$ cat config.mk
export PLATFORM = sky130hd
export DESIGN_NAME = i2c_txn_arbiter
export DESIGN_NICKNAME = d
export VERILOG_FILES = /design/src/rtl/i2c_txn_arbiter.sv
export SDC_FILE = /design/constraint.sdc
export NUM_CORES = 1
export LEC_CHECK = 0
export ABC_CLOCK_PERIOD_IN_PS = 5370
export CORE_UTILIZATION = 51
export CTS_CLUSTER_DIAMETER = 50
export CTS_CLUSTER_SIZE = 10
export DETAILED_ROUTE_END_ITERATION = 6
export PLACE_DENSITY_LB_ADDON = 0.1
export SYNTH_ARGS = -nofsm -noshare
export SYNTH_HDL_FRONTEND = slang
export SYNTH_SLANG_ARGS = --single-unit
$ cat constraint.sdc
create_clock -name iCLK -period 5.37 [get_ports iCLK]
set_clock_uncertainty 0.05 [all_clocks]
set_input_delay 1.611 -clock iCLK [delete_from_list [all_inputs] [get_ports iCLK]]
set_output_delay 1.611 -clock iCLK [all_outputs]
set_load 0.02 [all_outputs]
$ cat src/rtl/i2c_txn_arbiter.sv
// ----------------------------------------------------------------------------
// i2c_txn_arbiter
//
// Shares one byte-level I2C transaction engine between two requesters:
//   requester 0 - HDMI transmitter config sequencer
//   requester 1 - runtime register-write port from the host bus
// Round-robin grant, automatic retry on NACK, per-attempt watchdog and
// per-requester completion status. The engine's END/ACK status lines come
// from the engine's slow clock domain and are synchronised here.
//
// Ports:
//   iCLK               system clock, rising edge
//   iRST               synchronous active-high reset
//   reqN_valid         requester N has a transaction pending (held to ready)
//   reqN_data[23:0]    {slave, sub, data}, stable while reqN_valid
//   reqN_ready         one-cycle pulse: request accepted, data captured
//   reqN_done          one-cycle pulse: transaction finished
//   reqN_err[1:0]      with reqN_done: 0 ok, 1 NACK after retries, 2 timeout
//   eng_go             level request to the engine
//   eng_data[23:0]     transaction word to the engine, stable while eng_go
//   eng_end            engine done/idle level (engine clock domain)
//   eng_ack            engine status, high = NACK (valid while eng_end high)
//   busy               high whenever the arbiter is not idle
// ----------------------------------------------------------------------------
module i2c_txn_arbiter #(
    parameter int unsigned MAX_RETRY   = 3,
    parameter int unsigned TIMEOUT_CYC = 1048576,
    parameter logic [7:0]  SLAVE_MASK  = 8'hFE
) (
    input  logic        iCLK,
    input  logic        iRST,
    input  logic        req0_valid,
    input  logic [23:0] req0_data,
    output logic        req0_ready,
    output logic        req0_done,
    output logic [1:0]  req0_err,
    input  logic        req1_valid,
    input  logic [23:0] req1_data,
    output logic        req1_ready,
    output logic        req1_done,
    output logic [1:0]  req1_err,
    output logic        eng_go,
    output logic [23:0] eng_data,
    input  logic        eng_end,
    input  logic        eng_ack,
    output logic        busy
);

    localparam logic [3:0]  MAX_R   = 4'(MAX_RETRY);
    localparam logic [20:0] TO_LAST = 21'(TIMEOUT_CYC - 1);

    typedef enum logic [2:0] {
        IDLE   = 3'd0,
        LAUNCH = 3'd1,
        RUN    = 3'd2,
        EVAL   = 3'd3,
        GAP    = 3'd4,
        RESP   = 3'd5
    } state_t;

    state_t      state;
    logic        lastGrant;
    logic        grantee;
    logic [3:0]  retryCnt;
    logic [20:0] toCnt;
    logic        gapCnt;
    logic        ackLat;

    logic endMeta, endSync;
    logic ackMeta, ackSync;

    // Force the R/W bit of the slave byte to write.
    function automatic logic [23:0] maskSlave(input logic [23:0] word);
        return {word[23:16] & SLAVE_MASK, word[15:0]};
    endfunction

    // Retry counter saturates rather than wrapping.
    function automatic logic [3:0] satInc4(input logic [3:0] v);
        return (v == 4'hF) ? v : v + 4'd1;
    endfunction

    // ---- Stage: engine status synchroniser (2 flops, not reset so they
    // always track the engine, including right after reset) ----
    always_ff @(posedge iCLK) begin
        endMeta <= eng_end;
        endSync <= endMeta;
        ackMeta <= eng_ack;
        ackSync <= ackMeta;
    end

    // ---- Stage: arbitration / transaction FSM with registered outputs ----
    always_ff @(posedge iCLK) begin
        if (iRST) begin
            state      <= IDLE;
            lastGrant  <= 1'b1;
            grantee    <= 1'b0;
            retryCnt   <= 4'd0;
            toCnt      <= 21'd0;
            gapCnt     <= 1'b0;
            ackLat     <= 1'b0;
            req0_ready <= 1'b0;
            req1_ready <= 1'b0;
            req0_done  <= 1'b0;
            req1_done  <= 1'b0;
            req0_err   <= 2'd0;
            req1_err   <= 2'd0;
            eng_go     <= 1'b0;
            eng_data   <= 24'd0;
            busy       <= 1'b0;
        end else begin
            req0_ready <= 1'b0;
            req1_ready <= 1'b0;
            req0_done  <= 1'b0;
            req1_done  <= 1'b0;
            req0_err   <= 2'd0;
            req1_err   <= 2'd0;

            case (state)
                IDLE: begin
                    if (req0_valid || req1_valid) begin
                        // Requester 1 wins when alone or when 0 was served last.
                        if (req1_valid && (!req0_valid || !lastGrant)) begin
                            req1_ready <= 1'b1;
                            eng_data   <= maskSlave(req1_data);
                            lastGrant  <= 1'b1;
                            grantee    <= 1'b1;
                        end else begin
                            req0_ready <= 1'b1;
                            eng_data   <= maskSlave(req0_data);
                            lastGrant  <= 1'b0;
                            grantee    <= 1'b0;
                        end
                        retryCnt <= 4'd0;
                        toCnt    <= 21'd0;
                        eng_go   <= 1'b1;
                        busy     <= 1'b1;
                        state    <= LAUNCH;
                    end
                end

                LAUNCH, RUN: begin
                    if (toCnt >= TO_LAST) begin
                        // Watchdog expired: abort without retry.
                        eng_go <= 1'b0;
                        state  <= RESP;
                        if (grantee) begin
                            req1_done <= 1'b1;
                            req1_err  <= 2'd2;
                        end else begin
                            req0_done <= 1'b1;
                            req0_err  <= 2'd2;
                        end
                    end else begin
                        toCnt <= toCnt + 21'd1;
                        // LAUNCH waits for the engine to leave idle so a stale
                        // END from the previous transfer is not taken as done.
                        if (state == LAUNCH && !endSync) begin
                            state <= RUN;
                        end else if (state == RUN && endSync) begin
                            ackLat <= ackSync;
                            eng_go <= 1'b0;
                            state  <= EVAL;
                        end
                    end
                end

                EVAL: begin
                    if (!ackLat) begin
                        state <= RESP;
                        if (grantee) req1_done <= 1'b1;
                        else         req0_done <= 1'b1;
                    end else if (retryCnt < MAX_R) begin
                        retryCnt <= satInc4(retryCnt);
                        gapCnt   <= 1'b0;
                        state    <= GAP;
                    end else begin
                        state <= RESP;
                        if (grantee) begin
                            req1_done <= 1'b1;
                            req1_err  <= 2'd1;
                        end else begin
                            req0_done <= 1'b1;
                            req0_err  <= 2'd1;
                        end
                    end
                end

                GAP: begin
                    // Two consecutive END-high cycles guarantee the engine has
                    // seen GO low before the next attempt.
                    if (endSync) begin
                        if (gapCnt) begin
                            toCnt  <= 21'd0;
                            eng_go <= 1'b1;
                            state  <= LAUNCH;
                        end else begin
                            gapCnt <= 1'b1;
                        end
                    end else begin
                        gapCnt <= 1'b0;
                    end
                end

                RESP: begin
                    busy  <= 1'b0;
                    state <= IDLE;
                end

                default: begin
                    eng_go <= 1'b0;
                    busy   <= 1'b0;
                    state  <= IDLE;
                end
            endcase
        end
    end

endmodule

=== Word level (Yosys, flattened, before mapping) ===
Cells that the tools add are included.

* Bits of input ports: 54
* Register bits: 70
* Output and inout bits: 34
* Word-level logic and storage cells: 126

* Bitwise logic cells: 6
* Equal/unequal tests: 16
* Reduce and logical (&&, ||, !) cells: 24
* Muxes and demuxes: 56
* Order comparisons: 2
* $add $sub $neg: 2

{| class="wikitable"
|+ Operators with widths
! operator !! count
|-
| $mux W21 || 4
|-
| $pmux W21 S3 || 1
|-
| $mux W1 || 27
|-
| $mux W24 || 1
|-
| $add A21 B1 Y21 const B || 1
|-
| $ge A21 B20 Y1 const B || 1
|-
| $mux W3 || 6
|-
| $mux W4 || 4
|-
| $ne A2 B2 Y1 const B || 7
|-
| $pmux W3 S4 || 1
|-
| $reduce_and A5 Y1 || 2
|-
| $mux W2 || 4
|-
| $pmux W1 S2 || 4
|-
| $pmux W2 S2 || 2
|-
| $pmux W4 S2 || 1
|-
| $reduce_and A4 Y1 || 2
|-
| $eq A3 B2 Y1 const B || 2
|-
| $eq A3 B3 Y1 const B || 2
|-
| $ne A3 B3 Y1 const B || 2
|-
| $not A1 Y1 || 6
|-
| $reduce_and A6 Y1 || 1
|-
| $add A4 B1 Y4 const B || 1
|-
| $eq A4 B4 Y1 const B || 1
|-
| $lt A4 B2 Y1 const B || 1
|-
| 14 further kinds || 22
|}

=== Longest topological paths before layout ===
* Depth after elaboration: 6
* Mapped depth: 8
* Depth with buffers taken out: 6

=== Worst setup path after synthesis ===
OpenSTA, ideal clock, no wires.

* Path kind: input port to flip-flop
* From: input port iRST
* To: register toCnt[13]
* Setup time: 73 ps
* Arrival: 2721 ps
* Stages on the path: 4
* Setup slack: 2526 ps
* Buffers on the path: 1
* Required time: 5247 ps
* Cell sequence: or3_1 > buf_2 > or4_4 > o211ai_2

{| class="wikitable"
|+ RTL lines
! item !! RTL line !! text
|-
| from (decl) || 31 || <nowiki>input logic iRST,</nowiki>
|-
| to (signal assigned) || 154 || <nowiki>toCnt <= toCnt + 21'd1;</nowiki>
|-
| to (decl) || 65 || <nowiki>logic [20:0] toCnt;</nowiki>
|}

=== Final worst setup path ===
* From: input port req0_valid
* To: register toCnt[18]

* Longest elaborated chain between the ends: 3

{| class="wikitable"
|+ Ends and longest elaborated chain
! item !! RTL line !! text
|-
| from (decl) || 32 || <nowiki>input logic req0_valid,</nowiki>
|-
| $logic_or A1 B1 Y1 || 120 || <nowiki>if (req0_valid || req1_valid) begin</nowiki>
|-
| $ne A2 B2 Y1 (no line) || - ||
|-
| $reduce_and A5 Y1 (no line) || - ||
|}

No other way between the ends.
A chain may end at the register's enable or synchronous reset.

==> results list <==
- The first global-routing pass estimated 11510 um of wire.
* Number of enable-type register cells in the synthesized netlist: 0
- The final critical path takes up 68.36% of the cycle.
- The area growth from synthesis to layout is 33.71%.
* Routed WL: 7301 um
- Setup repair after global routing left no endpoint under its margin.
- Number of hold violations in the final report: 0
* Placement-stage worst setup slack: 1419 ps
- Type of the most critical hold path: register to register
- H-tree levels: 3
- Routed via count divided by cell count: 5.583
- For this run, design rule violations remaining after detail routing come to 0.
- In the synthesized netlist the async set-or-reset flop fraction comes to 0%.
* Netlist Area Pre-Place: 3137 um^2
- Yosys warns: 0
- For the worst setup path, the data required time is 5570 ps.
* Fin. max-slew vios: 0
- After clock tree synthesis, the setup repair step added 0 buffers.
- The floorplan has 28 rows.
- Synth cell count leaders: 69 x sky130_fd_sc_hd__dfxtp_1, 51 x sky130_fd_sc_hd__nor2_1, 28 x sky130_fd_sc_hd__a21oi_1
* Starting DRC count in detailed routing: 206
- Number of buffers created by CTS: 9
* Pin count of the biggest net entering global routing: 49
- Slew of the pin with the lowest slew margin: 1011 ps
- Maximum vdd drop: 0.0002242 V
* Crit path launch: req0_valid
- N_diodes: 0
* Worst-case clock buffer depth: 2
* Number of different library cells in the post-synthesis netlist: 53
- Startpoint of the most critical hold path: ackMeta
* Number of standard cells after synthesis: 353
- For this run, the leading register cell type out of synthesis is sky130_fd_sc_hd__dfxtp_1.
- Share of post-route cells with drive strength above 1: 7.621%
- The total overflow left after global routing is 0.
* Net count of the mapped netlist: 409
* Kind of critical path: primary input to register
- Post-detailed-route wirelength per cell: 14.37 um
* Fraction of the yosys area taken by sequential cells: 44.04%
* Total of fill cells in the finished design: 494
* Clock insertion delay at the later pin of the skew report: 340 ps
- Worst slew margin relative to its limit: 32.40%
- The worst path needs 3671 ps of the cycle, external delays included.
* Synth top area share: 44.04%
- Number of cells in the finished layout apart from fillers: 508
- Post-layout power: 1.364 mW
* Clock sinks: 69
* Die footprint: 6468 um^2
* Clock root buffer master: sky130_fd_sc_hd__clkbuf_8
- Setup total negative slack on the finished layout was measured at 0 ps.
- Summed over all nets, the half-perimeter wirelength after detailed placement is 5108 um.
- In the post-route analysis, the smallest setup slack over all paths is 1699 ps.
* Area of the placeable core: 5921 um^2
- Clock-pin slew was measured on the worst setup and hold paths at 80 ps.
* Synth area leader: sky130_fd_sc_hd__dfxtp_1
* # port buffers: 84
- CTS tree: yes
- In the global route stage, overall resource usage came out at 23.19%.
- Ranking of synthesized cells by area: sky130_fd_sc_hd__dfxtp_1 44%, sky130_fd_sc_hd__mux2i_1 8.6%, sky130_fd_sc_hd__nor2_1 6.1%
- Total placed cells including tap cells: 492
* Beginning of the worst register-to-register path: state[2]
- Of all nets on the critical path, the largest fanout is 11.
- Number of antenna violations at the first check in global routing: 0
- Initial core utilization: 52.98%
* Detailed-router iteration count before antenna repair: 4
* F_max: 272.4 MHz
- Placer congestion estimate: 0.8133
- Number of nets in the layout: 484
- Vias post-DR: 2836
* Leak pwr: 1.493 nW
- Most frequent cell after synthesis: sky130_fd_sc_hd__dfxtp_1
- The count of nets left with antenna violations once routing finished came out at 0.
- Number of global-route vias before repair: 2447
* Launching element type of the critical path: primary input
- Ports: 88
- Power spread over the standard cell area amounts to 325.2 nW/um^2.
* Mean instance size in the synthesized netlist: 8.886 um^2
- The number of gates resized after CTS was 0.
- Number of max-cap violations: 0
* Total of hold buffers inserted after clock tree synthesis: 0
- Number of synthesized register bits: 69
- In this run the vertical extent of the chip is 80.43 um.
- Die width: 80.43 um
- For the worst setup path, the data arrival time is 3870 ps.
- Result of the run: complete, no violations
- CP endpoint kind: register
* Setup-failing EPs final: 0
path summary, 6_finish.rpt:
kind | end | slack (ps) | cells past startpoint
max reg2reg | toCnt[18] | 2810 | 5
min reg2reg | ackSync | 280 | 0
min | ackSync | 280 | 0
max | toCnt[18] | 1700 | 6
worst max-delay path, stage by stage:
cell and delay, ps:
sky130_fd_sc_hd__clkdlybuf4s50_1 540, sky130_fd_sc_hd__o21bai_1 240, sky130_fd_sc_hd__a21oi_1 210, sky130_fd_sc_hd__nor2_1 510, sky130_fd_sc_hd__nand2_1 410, sky130_fd_sc_hd__a221oi_1 350
logic make-up (layout without fill, tap and decap cells):
kind of cell	Yosys count	count (layout)	share of synthesized area (%)
adder cells (fa/ha/maj)	2	2	0.7976
AND/OR/NAND/NOR	129	129	20.22
buffers and inverters	26	106	4.069
flip-flops	69	69	44.04
AO/OA/AOI/OAI	97	97	21.50
multiplexers	28	28	8.975
other	1	1	0.1196
XOR/XNOR	1	1	0.2793
metrics by stage:
stage	hold slack [ps]	area, um^2	util [%]
global placement	259.9	3994	67.46
finish	280.9	4194	70.84
global route	298.4	4194	70.84
floorplan	259.6	3137	-
detailed placement	264.7	3994	67.46
CTS	282.9	4194	70.84
state kept, by name (all words and copies together), names as in the netlist, 2 cells and up:
signal and count:
eng_data 23, toCnt 21, retryCnt 4, state 3, req0_err 2, req1_err 2
power by group:
part           total [mW]  leakage [nW]  switching, mW  internal (mW)
logic               0.345         0.833          0.186          0.160
registers           0.594         0.565         0.0356          0.559
clock network       0.424        0.0943          0.199          0.225
layer usage:
metal / up-vias / track usage (%) / wire, um
li1: 1462 / - / -
met1: 1296 / 28.41 / 3236
met2: 70 / 37.88 / 3623
met3: 8 / 7.955 / 372
met4: 0 / 7.321 / 69
met5: - / 0 / 0
final cells by class:
cell class | instances | area, um^2 | share of cell area [%]
tap | 75 | 93.84 | 2.237
timing repair buffer | 87 | 863.3 | 20.58
clock buffer | 10 | 137.6 | 3.282
inverter | 3 | 11.26 | 0.2685
sequential | 69 | 1381 | 32.94
clock inverter | 6 | 62.56 | 1.492
multi-input combinational | 258 | 1644 | 39.20
cell usage in the layout, fill, tap and decap left out, types with 3 or more instances in the layout:
master and n:
sky130_fd_sc_hd__nand4_1 7, sky130_fd_sc_hd__nor2_1 51, sky130_fd_sc_hd__inv_1 3, sky130_fd_sc_hd__buf_4 3, sky130_fd_sc_hd__clkbuf_8 10, sky130_fd_sc_hd__clkdlybuf4s50_1 84
sky130_fd_sc_hd__dfxtp_1 69, sky130_fd_sc_hd__a21oi_1 28, sky130_fd_sc_hd__nand2b_1 6, sky130_fd_sc_hd__mux2i_1 27, sky130_fd_sc_hd__nand3_1 15, sky130_fd_sc_hd__o21a_1 4
sky130_fd_sc_hd__a211oi_1 24, sky130_fd_sc_hd__a31oi_1 9, sky130_fd_sc_hd__clkinvlp_4 3, sky130_fd_sc_hd__nor3_1 12, sky130_fd_sc_hd__and4_1 4, sky130_fd_sc_hd__o21ai_0 7
sky130_fd_sc_hd__nand2_1 17
Note: power is estimated with default switching activity, not from simulation.
